<file path="src/rtl/cpu_bus_bridge.sv">
// CPU-to-peripheral bus bridge: halts the CPU while a peripheral-window access is outstanding.
// Optional watchdog on the WAIT state is enabled by defining BUS_TIMEOUT_EN.
module cpu_bus_bridge #(
  parameter int unsigned                address_width = 32,
  parameter logic [address_width-1:0]   PeriphBase    = 32'h0001_0000,
  parameter logic [address_width-1:0]   PeriphMask    = 32'hFFFF_0000,
  parameter int unsigned                TimeoutCycles = 255
) (
  input  logic                     clk_i,
  input  logic                     reset_i,
  input  logic [address_width-1:0] cpu_addr_i,
  input  logic                     cpu_addr_valid_i,
  input  logic [31:0]              cpu_wdata_i,
  input  logic [3:0]               cpu_wstrb_i,
  output logic                     cpu_halt_o,
  output logic [31:0]              cpu_rdata_o,
  output logic                     periph_valid_o,
  output logic [address_width-1:0] periph_addr_o,
  output logic [31:0]              periph_wdata_o,
  output logic [3:0]               periph_wstrb_o,
  input  logic [31:0]              periph_rdata_i,
  input  logic                     periph_ready_i,
  output logic                     timeout_flag_o,
  output logic                     state_dbg_o
);

  typedef enum logic {
    IDLE = 1'b0,
    WAIT = 1'b1
  } state_e;

  state_e state_q, state_d;
  logic   window_hit;
  logic   accept;
  logic   complete;
  logic   timeout;

  // Handshake: periph_valid_o rises the cycle after an accepted strobe and stays high,
  // with addr/wdata/wstrb frozen, until periph_ready_i is sampled high at a clock edge.
  assign window_hit     = (cpu_addr_i & PeriphMask) == PeriphBase;
  assign accept         = (state_q == IDLE) && cpu_addr_valid_i && window_hit;
  assign complete       = (state_q == WAIT) && periph_ready_i;
  assign cpu_halt_o     = (state_q == WAIT);
  assign periph_valid_o = (state_q == WAIT);
  assign state_dbg_o    = state_q;

  always_ff @(posedge clk_i) begin
    if (reset_i) state_q <= IDLE;
    else         state_q <= state_d;
  end

  always_comb begin
    state_d = state_q;
    case (state_q)
      IDLE:    if (accept) state_d = WAIT;
      WAIT:    if (complete || timeout) state_d = IDLE;
      default: state_d = IDLE;
    endcase
  end

`ifdef BUS_TIMEOUT_EN
  localparam logic [15:0] TimeoutLast = 16'(TimeoutCycles - 1);
  logic [15:0] wait_cnt_q;

  // Ready wins over a coincident expiry.
  assign timeout = (state_q == WAIT) && !periph_ready_i && (wait_cnt_q == TimeoutLast);

  always_ff @(posedge clk_i) begin
    if (reset_i) begin
      wait_cnt_q     <= '0;
      timeout_flag_o <= 1'b0;
    end else begin
      if (state_q == IDLE)      wait_cnt_q <= '0;
      else if (!periph_ready_i) wait_cnt_q <= wait_cnt_q + 16'd1;
      if (timeout) timeout_flag_o <= 1'b1;
    end
  end
`else
  assign timeout        = 1'b0;
  assign timeout_flag_o = 1'b0;
`endif

  always_ff @(posedge clk_i) begin
    if (reset_i) begin
      periph_addr_o  <= '0;
      periph_wdata_o <= '0;
      periph_wstrb_o <= '0;
      cpu_rdata_o    <= '0;
    end else if (accept) begin
      periph_addr_o  <= cpu_addr_i;
      periph_wdata_o <= cpu_wdata_i;
      periph_wstrb_o <= cpu_wstrb_i;
    end else if (complete) begin
      // A zero latched strobe marks the access as a read.
      if (periph_wstrb_o == 4'b0000) cpu_rdata_o <= periph_rdata_i;
      periph_wstrb_o <= '0;
    end else if (timeout) begin
      cpu_rdata_o    <= 32'hDEAD_BEEF;
      periph_wstrb_o <= '0;
    end
  end

endmodule

</file>
<file path="config.mk">
export PLATFORM = sky130hd
export DESIGN_NAME = cpu_bus_bridge
export DESIGN_NICKNAME = d
export VERILOG_FILES = /design/src/rtl/cpu_bus_bridge.sv
export SDC_FILE = /design/constraint.sdc
export NUM_CORES = 1
export LEC_CHECK = 0
export CORE_UTILIZATION = 41
export CTS_BUF_LIST = sky130_fd_sc_hd__clkbuf_8
export DETAILED_ROUTE_END_ITERATION = 10
export PLACE_DENSITY = 0.82
export SYNTH_ARGS = -nofsm -noshare
export SYNTH_HDL_FRONTEND = slang
export SYNTH_SLANG_ARGS = --single-unit
</file>
<file path="constraint.sdc">
create_clock -name clk_i -period 1.92 [get_ports clk_i]
set_input_delay 0.288 -clock clk_i [delete_from_list [all_inputs] [get_ports clk_i]]
set_output_delay 0.288 -clock clk_i [all_outputs]
set_load 0.02 [all_outputs]
</file>
Word-level counts from Yosys, hierarchy flattened

Index checks and enable logic that the tools add are counted.

Input bits: 104
Bits in registers: 101
Logic and storage cells: 19
Memories: 0
Latch bits: 0
Output and inout bits: 104
Memory bits (read-only): 0
Memory bits (writable): 0

Reduce and logical (&&, ||, !) cells: 6
Eq/ne operators: 1
Bitwise operators: 2
$add $sub $neg: 0
Divide/modulo/power cells: 0
Multipliers: 0
Shift-type cells: 0
Muxes and demuxes: 5
Magnitude comparators: 0

Operator list:

| cell                                                                    | count |
|---|---|
| 16-bit by 1-bit equality test with 1-bit output (second input constant) | 1 |
| 4-bit two-way mux                                                       | 2 |
| 4-bit zero test                                                         | 1 |
| 1-bit logical AND                                                       | 3 |
| 3-bit AND reduction                                                     | 1 |
| 1-bit two-way mux                                                       | 2 |
| 1-bit NOT                                                               | 2 |
| 1-bit case mux with 2 select lines                                      | 1 |
| 2-bit nonzero test                                                      | 1 |

Longest topological paths before layout

Gate-level depths: netlist of the first run.

Depth after elaboration: 5
Gate-level depth with buffers: 7

Worst setup path before layout of the first run

OpenSTA, ideal clock, no wires.

Path type: input port to flip-flop
Start point: input port cpu_addr_i[31]
End point: register periph_addr_o[23]
Setup time: 131 ps
Slack: 236 ps
Stages on the path: 7
Arrival time: 1,553 ps
Path through: or4b_1 -> nor3_1 -> and4_1 -> buf_6 -> buf_12 -> buf_12 -> nor3b_1

Longest elaborated chain between the ends: 2

Ends and longest elaborated chain:

| what                                            | line | source |
|---|---|---|
| from (decl)                                     | 11   | `input logic [address_width-1:0] cpu_addr_i,` |
| 16-bit by 1-bit equality test with 1-bit output | 40   | `assign window_hit = (cpu_addr_i & PeriphMask) == PeriphBase;` |
| 1-bit logical AND                               | 41   | `assign accept = (state_q == IDLE) && cpu_addr_valid_i && window_hit;` |
| to (signal assigned)                            | 90   | `periph_addr_o <= cpu_addr_i;` |
| to (decl)                                       | 18   | `output logic [address_width-1:0] periph_addr_o,` |

No other way between the ends.
A chain may end at the register's enable or synchronous reset.

Worst setup path after layout of the first run

Start point: input port cpu_addr_i[17]
End point: register periph_wdata_o[28]

Longest elaborated chain between the ends: 2

Ends and longest elaborated chain:

| what                                            | line | source |
|---|---|---|
| 16-bit by 1-bit equality test with 1-bit output | 40   |  |
| 1-bit logical AND                               | 41   |  |
| to (signal assigned)                            | 91   | `periph_wdata_o <= cpu_wdata_i;` |
| to (decl)                                       | 19   | `output logic [31:0] periph_wdata_o,` |

No other way between the ends.

==> flow_metrics.tcl, run 1 <==
set metrics [dict create \
    ir_drop_mv 0.3846 \
    clock.fmax_ghz 0.5455 \
    maxSlewHeadroom_pct 66.43 \
    placeableCoreArea_um2 9371 \
    syn_area_per_cell_um2 9.685 \
    areaGrowthSynthToFinish_pct 58.51 \
    final_max_slew_viol_count 0 \
    period_needed_ps 1833 \
    synth-edff-count 0 \
    detailed_placement_hpwl_um 7801 \
    wire_length_of_the_first_global_routing_pass_um 15720 \
    std_cell_rows 35 \
    yosys-top-cells-area "sky130_fd_sc_hd__dfxtp_1, sky130_fd_sc_hd__nand2b_1, sky130_fd_sc_hd__mux2i_1, sky130_fd_sc_hd__nand2_1, sky130_fd_sc_hd__a21oi_1" \
    die-area_um2 10230 \
    route.vias.total 3472 \
    drc 0 \
    cts_hold_buf 0 \
    grt_start_max_net_pins 71 \
    switchingPower_mw 0.8442 \
    drt_pass1_iterations 5 \
    post_synth_inst_count 416 \
    cap_violations 0 \
    yosys_warnings 0 \
    yosysTopAreaCellShare_pct 50.19 \
    synth.cell_area_um2 4029 \
    worst_slew_pin_slew_ps 503.5 \
    buffers_on_ports 206 \
    post_synth_num_cell_types 23 \
    synth_most_common_cell "sky130_fd_sc_hd__dfxtp_1" \
    timing.critical_path.required_ps 2210 \
    tritoncts "built" \
    post_drt_via_cell_ratio 4.648 \
    cts-buffers-inserted 9 \
    drive_gt1_share_pct 5.663 \
    cpMaxStageDelayCell "sky130_fd_sc_hd__or4b_1" \
    cp-start-kind "primary input" \
    post_synth_most_frequent_cells "sky130_fd_sc_hd__dfxtp_1, sky130_fd_sc_hd__nand2b_1, sky130_fd_sc_hd__nand2_1" \
    iter_0_drt_violations 81 \
    worstPathCellList "clkdlybuf4s50_1, or4b_1, nor3_1, and4_4, buf_12, mux2i_1" \
    worstSetupPathType "primary input to flip-flop" \
    drt.antenna.violating_nets 0 \
    p_int_mw 2.857 \
    synth_top_flop_cell "sky130_fd_sc_hd__dfxtp_1" \
    layout.core_utilization_pct 68.14 \
    fin_nets 717 \
    first_global_vias 3300 \
    critPathBufInv 2 \
    switching_share_pct 22.81 \
    number_of_hold_slack_violations_in_the_final_timing_report 0 \
    setup.reg_to_reg.worst_slack_ps 430 \
    placedCellCount 731 \
    crit_path_end_kind "flip-flop" \
    reg2reg_from "periph_wstrb_o[0]" \
    postRouteWirelength_um 10290 \
    top_level_ports 208 \
    gpl.final_weighted_congestion 0.7480 \
    fin_cells 747 \
    outcome "finished clean" \
    timing.final.setup_violations 0 \
    combinationalPowerShare_pct 8.8 \
    tritoncts_num_sinks 101 \
    start_util_pct 42.99 \
    fin_skew_ps 12.31 \
    worst_ep_arrival_time_ps 2130 \
    final_critical_path_setup_slack_ps 86.84 \
    critical-path-max-stage-delay_ps 500 \
    clockBufferDepth 2 \
    leakagePower_nw 2.147 \
    share_seq_of_total_power_pct 56.5 \
    dieWidth_um 101.1 \
    cts.reportedPaths.clkPinSlew_ps 100 \
    min_to "cpu_rdata_o[14]" \
    global_route.usage.total_pct 19.56 \
    clk_root_buffer_cell "sky130_fd_sc_hd__clkbuf_8" \
    synth.yosys.seq_area_share_pct 50.19 \
    cellPowerDensity_nw_per_um2 579.6 \
    synth.largest_area_cell "sky130_fd_sc_hd__dfxtp_1" \
    clk_latency_ps 360 \
    syn_nets 520 \
    pre_cts_slack_ps -384.0 \
    grt_overflow 0 \
    rsz_0062_raised_after_global_routing "no" \
    antenna_violations_before_repair 0 \
    worst_hold_path.num_cells 2 \
    critical_path.top_delay_family "simple AND/OR/NAND/NOR gates" \
    reg_to_reg_endpoint "cpu_rdata_o[30]" \
    p_total_mw 3.702 \
    share_clk_of_total_power_pct 34.6 \
    die_h_um 101.1 \
    wire_per_inst_um 13.77 \
    hp-class "flip-flop to flip-flop" \
    path_max_fanout 25 \
    fin_tns_setup_ps 0 \
    fin_crit_sh_pct 95.48 \
    worstHoldStart "cpu_rdata_o[14]" \
    number_of_synthesized_register_bits 101 \
    reg2regPathDepth 5 \
    postSynth.asyncResetShare_pct 0 \
    antennaDiodeCount 0 \
    cts_htree_levels 3 \
]
## registers in the layout (all words and copies together), names as in the netlist
| name | count |
|---|---|
| cpu_rdata_o | 32 |
| periph_wdata_o | 32 |
| periph_wstrb_o | 4 |
| cpu_halt_o | 1 |
| periph_addr_o | 32 |
## per-stage QoR
step / instance area, um^2 / hold slack (ps)
2_1_floorplan: 4029 / 424.0
3_3_place_gp: 6185 / 441.3
3_5_place_dp: 6185 / 446.4
4_1_cts: 6380 / 454.8
5_1_grt: 6386 / 452.0
6_report: 6386 / 457.4
## worst register-to-register path, delay by kind of cell (launching register included)
kind / cells / cell delay (ps)
AND/OR/NAND/NOR: 3 / 740
AO/OA/AOI/OAI: 1 / 140
flip-flops: 1 / 350
buffers and inverters: 1 / 180
## power by group through the flow
stage	Sequential (mW)	Clock, mW	Combinational, mW
CTS	2.09	1.32	0.329
detailed placement	2.14	0	0.327
global placement	2.14	0	0.323
floorplan	2.14	0	0.0932
finish	2.09	1.28	0.327
global route	2.09	1.41	0.349
## cells by family after synthesis
| group | synth area share, % |
|---|---|
| buffers and inverters | 5.838 |
| and+or+nand+nor | 26.37 |
| AOI/OAI and AO/OA | 4.596 |
| DFF | 50.19 |
| other | 0.09308 |
| muxes | 12.92 |
## area by class of cell
class | instances | area, um^2
Tap cell | 129 | 161.4
Sequential cell | 101 | 2022
Timing Repair Buffer | 220 | 2227
Clock inverter | 6 | 57.56
Multi-Input combinational cell | 281 | 1780
Clock buffer | 10 | 137.6
Fill cell | 758 | 2985
## metal layers
| metal | vias to the layer above | track usage (%) | share of wire (%) |
|---|---|---|---|
| met5 | - | 0 | 0 |
| met3 | 9 | 8.006 | 11 |
| li1 | 1742 | - | - |
| met2 | 150 | 34.43 | 48 |
| met1 | 1571 | 21.39 | 40 |
| met4 | 0 | 6.355 | 1.2 |
## how the worst max path moves through the flow
| stage | depth (start not counted) | to | from |
|---|---|---|---|
| 2_1_floorplan | 7 | periph_addr_o[23] | cpu_addr_i[31] |
| 3_3_place_gp | 6 | periph_addr_o[12] | cpu_addr_i[28] |
| 3_5_place_dp | 6 | periph_wdata_o[28] | cpu_addr_i[28] |
| 4_1_cts | 6 | periph_wdata_o[28] | cpu_addr_i[28] |
| 5_1_grt | 6 | periph_wdata_o[19] | cpu_addr_i[17] |
| 6_report | 6 | periph_wdata_o[28] | cpu_addr_i[17] |
## layout by cell type, fill, tap and decap left out, types with 2 or more instances in the layout
cell type,netlist,routed
sky130_fd_sc_hd__nand2_1,68,68
sky130_fd_sc_hd__clkinv_4,0,2
sky130_fd_sc_hd__nand2b_1,100,100
sky130_fd_sc_hd__a21oi_1,33,33
sky130_fd_sc_hd__clkinvlp_4,0,2
sky130_fd_sc_hd__buf_4,3,10
sky130_fd_sc_hd__buf_12,2,5
sky130_fd_sc_hd__o21ba_2,2,2
sky130_fd_sc_hd__clkbuf_8,0,10
sky130_fd_sc_hd__clkdlybuf4s50_1,0,205
sky130_fd_sc_hd__dfxtp_1,101,101
sky130_fd_sc_hd__nor3b_1,15,15
sky130_fd_sc_hd__mux2i_1,52,52
sky130_fd_sc_hd__nor4_1,3,3
## timing repair
action                     4_1_cts  5_1_grt
setup buffers                    0        0
setup endpoints to repair        0       28
gates resized for setup          0        1
Note: power is estimated with default switching activity, not from simulation.
==> inputs of run 2 (changes only) <==
--- a/config.mk
+++ b/config.mk
@@ -8,6 +8,7 @@
 export CORE_UTILIZATION = 41
 export CTS_BUF_LIST = sky130_fd_sc_hd__clkbuf_8
 export DETAILED_ROUTE_END_ITERATION = 10
+export GPL_TIMING_DRIVEN = 1
 export PLACE_DENSITY = 0.82
 export SYNTH_ARGS = -nofsm -noshare
 export SYNTH_HDL_FRONTEND = slang
==> results of run 2 <==
The final DEF is identical to that of run 1; final timing and power are the same.
==> inputs of run 3 (changes only) <==
--- a/config.mk
+++ b/config.mk
@@ -5,11 +5,13 @@
 export SDC_FILE = /design/constraint.sdc
 export NUM_CORES = 1
 export LEC_CHECK = 0
+export CORE_MARGIN = 2
 export CORE_UTILIZATION = 41
 export CTS_BUF_LIST = sky130_fd_sc_hd__clkbuf_8
 export DETAILED_ROUTE_END_ITERATION = 10
 export GPL_TIMING_DRIVEN = 1
 export PLACE_DENSITY = 0.82
+export SLEW_MARGIN = 20
 export SYNTH_ARGS = -nofsm -noshare
 export SYNTH_HDL_FRONTEND = slang
 export SYNTH_SLANG_ARGS = --single-unit
==> run 3 against run 2 <==
Via count up 1.8%. Non-clock buffer count up 4. Highest routed layer unchanged. Maximum frequency up 0.83%. Power is 0.32% higher. Cell count rose by 1.2%.
==> flow_metrics.tcl, run 3 (synthesized netlist as in run 1, its figures left out) <==
set metrics [dict create \
    outcome "finished clean" \
    cellPowerDensity_nw_per_um2 566.5 \
    worst_hold_path.num_cells 2 \
    drt_pass1_iterations 4 \
    fin_cells 756 \
    min_to "cpu_rdata_o[22]" \
    fin_nets 722 \
    switching_share_pct 22.97 \
    cts-buffers-inserted 9 \
    stdcell_area_um2 6555 \
    ir_drop_mv 0.3043 \
    postRouteWirelength_um 11060 \
    share_clk_of_total_power_pct 34.8 \
    worstSetupPathType "flip-flop to output pin" \
    areaGrowthSynthToFinish_pct 62.70 \
    timing.critical_path.required_ps 1630 \
    crit_path_end_kind "output pin" \
    post_drt_via_cell_ratio 4.673 \
    tritoncts "built" \
    p_total_mw 3.713 \
    setup.reg_to_reg.worst_slack_ps 350 \
    switchingPower_mw 0.8530 \
    reg2reg_from "cpu_halt_o" \
    gpl.final_weighted_congestion 0.7532 \
    wire_length_of_the_first_global_routing_pass_um 16280 \
    first_global_vias 3377 \
    leakagePower_nw 2.248 \
    clockBufferDepth 2 \
    layout.cells.most_common "sky130_fd_sc_hd__clkdlybuf4s50_1" \
    hp-class "flip-flop to flip-flop" \
    cts.reportedPaths.clkPinSlew_ps 90 \
    grt_start_max_net_pins 63 \
    placeableCoreArea_um2 9639 \
    iter_0_drt_violations 78 \
    p_int_mw 2.860 \
    fin_crit_sh_pct 94.69 \
    reg_top3 "cpu_rdata_o (32), periph_addr_o (32), periph_wdata_o (32)" \
    cp-start-kind "flip-flop" \
    clk_root_buffer_cell "sky130_fd_sc_hd__clkbuf_8" \
    dieWidth_um 103.1 \
    start_util_pct 41.80 \
    top_level_ports 208 \
    reg2regPathDepth 5 \
    combinationalPowerShare_pct 8.9 \
    drc 0 \
    clock.fmax_ghz 0.5501 \
    drive_gt1_share_pct 6.742 \
    tritoncts_num_sinks 101 \
    clk_latency_ps 360 \
    timing.final.setup_violations 0 \
    worstHoldStart "cpu_rdata_o[22]" \
    worst_ep_arrival_time_ps 1530 \
    placed_area_um2 6175 \
    antennaDiodeCount 0 \
    route.vias.total 3533 \
    fillCellCount 756 \
    most-common-layout-cells "sky130_fd_sc_hd__clkdlybuf4s50_1, sky130_fd_sc_hd__dfxtp_1, sky130_fd_sc_hd__nand2b_1" \
    global_route.usage.total_pct 19.75 \
    reg_to_reg_endpoint "periph_addr_o[15]" \
    cap_violations 0 \
    cts_htree_levels 3 \
    buffers_on_ports 206 \
    placedCellCount 733 \
    path_max_fanout 7 \
    fin_skew_ps 16.16 \
    number_of_hold_slack_violations_in_the_final_timing_report 0 \
    rsz_0062_raised_after_global_routing "no" \
    period_needed_ps 1818 \
    die-area_um2 10640 \
    final_max_slew_viol_count 0 \
    std_cell_rows 36 \
    share_seq_of_total_power_pct 56.4 \
    grt_overflow 0 \
    wire_per_inst_um 14.63 \
    die_h_um 103.1 \
    antenna_violations_before_repair 0 \
    layout.core_utilization_pct 68.00 \
    drt.antenna.violating_nets 0 \
    detailed_placement_hpwl_um 7973 \
    finalHoldWorstSlack_ps 459.5 \
    postCtsSetupBuffers 0 \
]
[run 3: worst max path at each step]
stage	from	end	slack, ps	cells after the start
floorplan	cpu_addr_i[31]	periph_addr_o[23]	240	7
global route	cpu_halt_o	cpu_halt_o	7	2
CTS	cpu_addr_i[31]	periph_wdata_o[11]	100	6
global placement	cpu_addr_i[20]	periph_addr_o[4]	-330	6
finish	cpu_halt_o	cpu_halt_o	100	2
detailed placement	cpu_addr_i[20]	periph_addr_o[5]	-410	6
[run 3: critical path: stages (launching register included)]
cell and delay, ps:
sky130_fd_sc_hd__dfxtp_1 390, sky130_fd_sc_hd__buf_4 170, sky130_fd_sc_hd__clkdlybuf4s50_1 610
[run 3: per-stage QoR]
stage | TNS (ps) | setup slack (ps)
global route | 0 | 7.035
floorplan | 0 | 235.9
detailed placement | -22650 | -406.2
CTS | 0 | 96.06
global placement | -20220 | -329.2
finish | 0 | 102.0
[run 3: power groups by stage]
stage / clock network [mW] / logic [mW] / registers, mW
2_1_floorplan: 0 / 0.0932 / 2.14
3_3_place_gp: 0 / 0.320 / 2.14
3_5_place_dp: 0 / 0.325 / 2.14
4_1_cts: 1.35 / 0.328 / 2.09
5_1_grt: 1.41 / 0.354 / 2.09
6_report: 1.29 / 0.330 / 2.09
[run 3: routing by layer]
layer	vias to the layer above	track usage, %	routed length, um
met1	1605	22.22	4588
met4	0	6.984	154
met3	16	8.000	1176
met5	-	0	0
met2	163	33.82	5140
li1	1749	-	-
[run 3: layout make-up]
class / count / area (um^2) / share of cell area [%]
tap: 133 / 166.4 / 2.539
clock inverter: 6 / 52.55 / 0.8017
timing repair buffer: 224 / 2362 / 36.04
sequential: 101 / 2022 / 30.85
clock buffer: 10 / 137.6 / 2.100
multi-input combinational: 282 / 1814 / 27.68
[run 3: what timing repair did]
item                       CTS  global route
pin swaps                    0             3
setup endpoints to repair    6            12
hold buffers                 0             0
gates resized for setup      1             9
gates cloned                 0             7
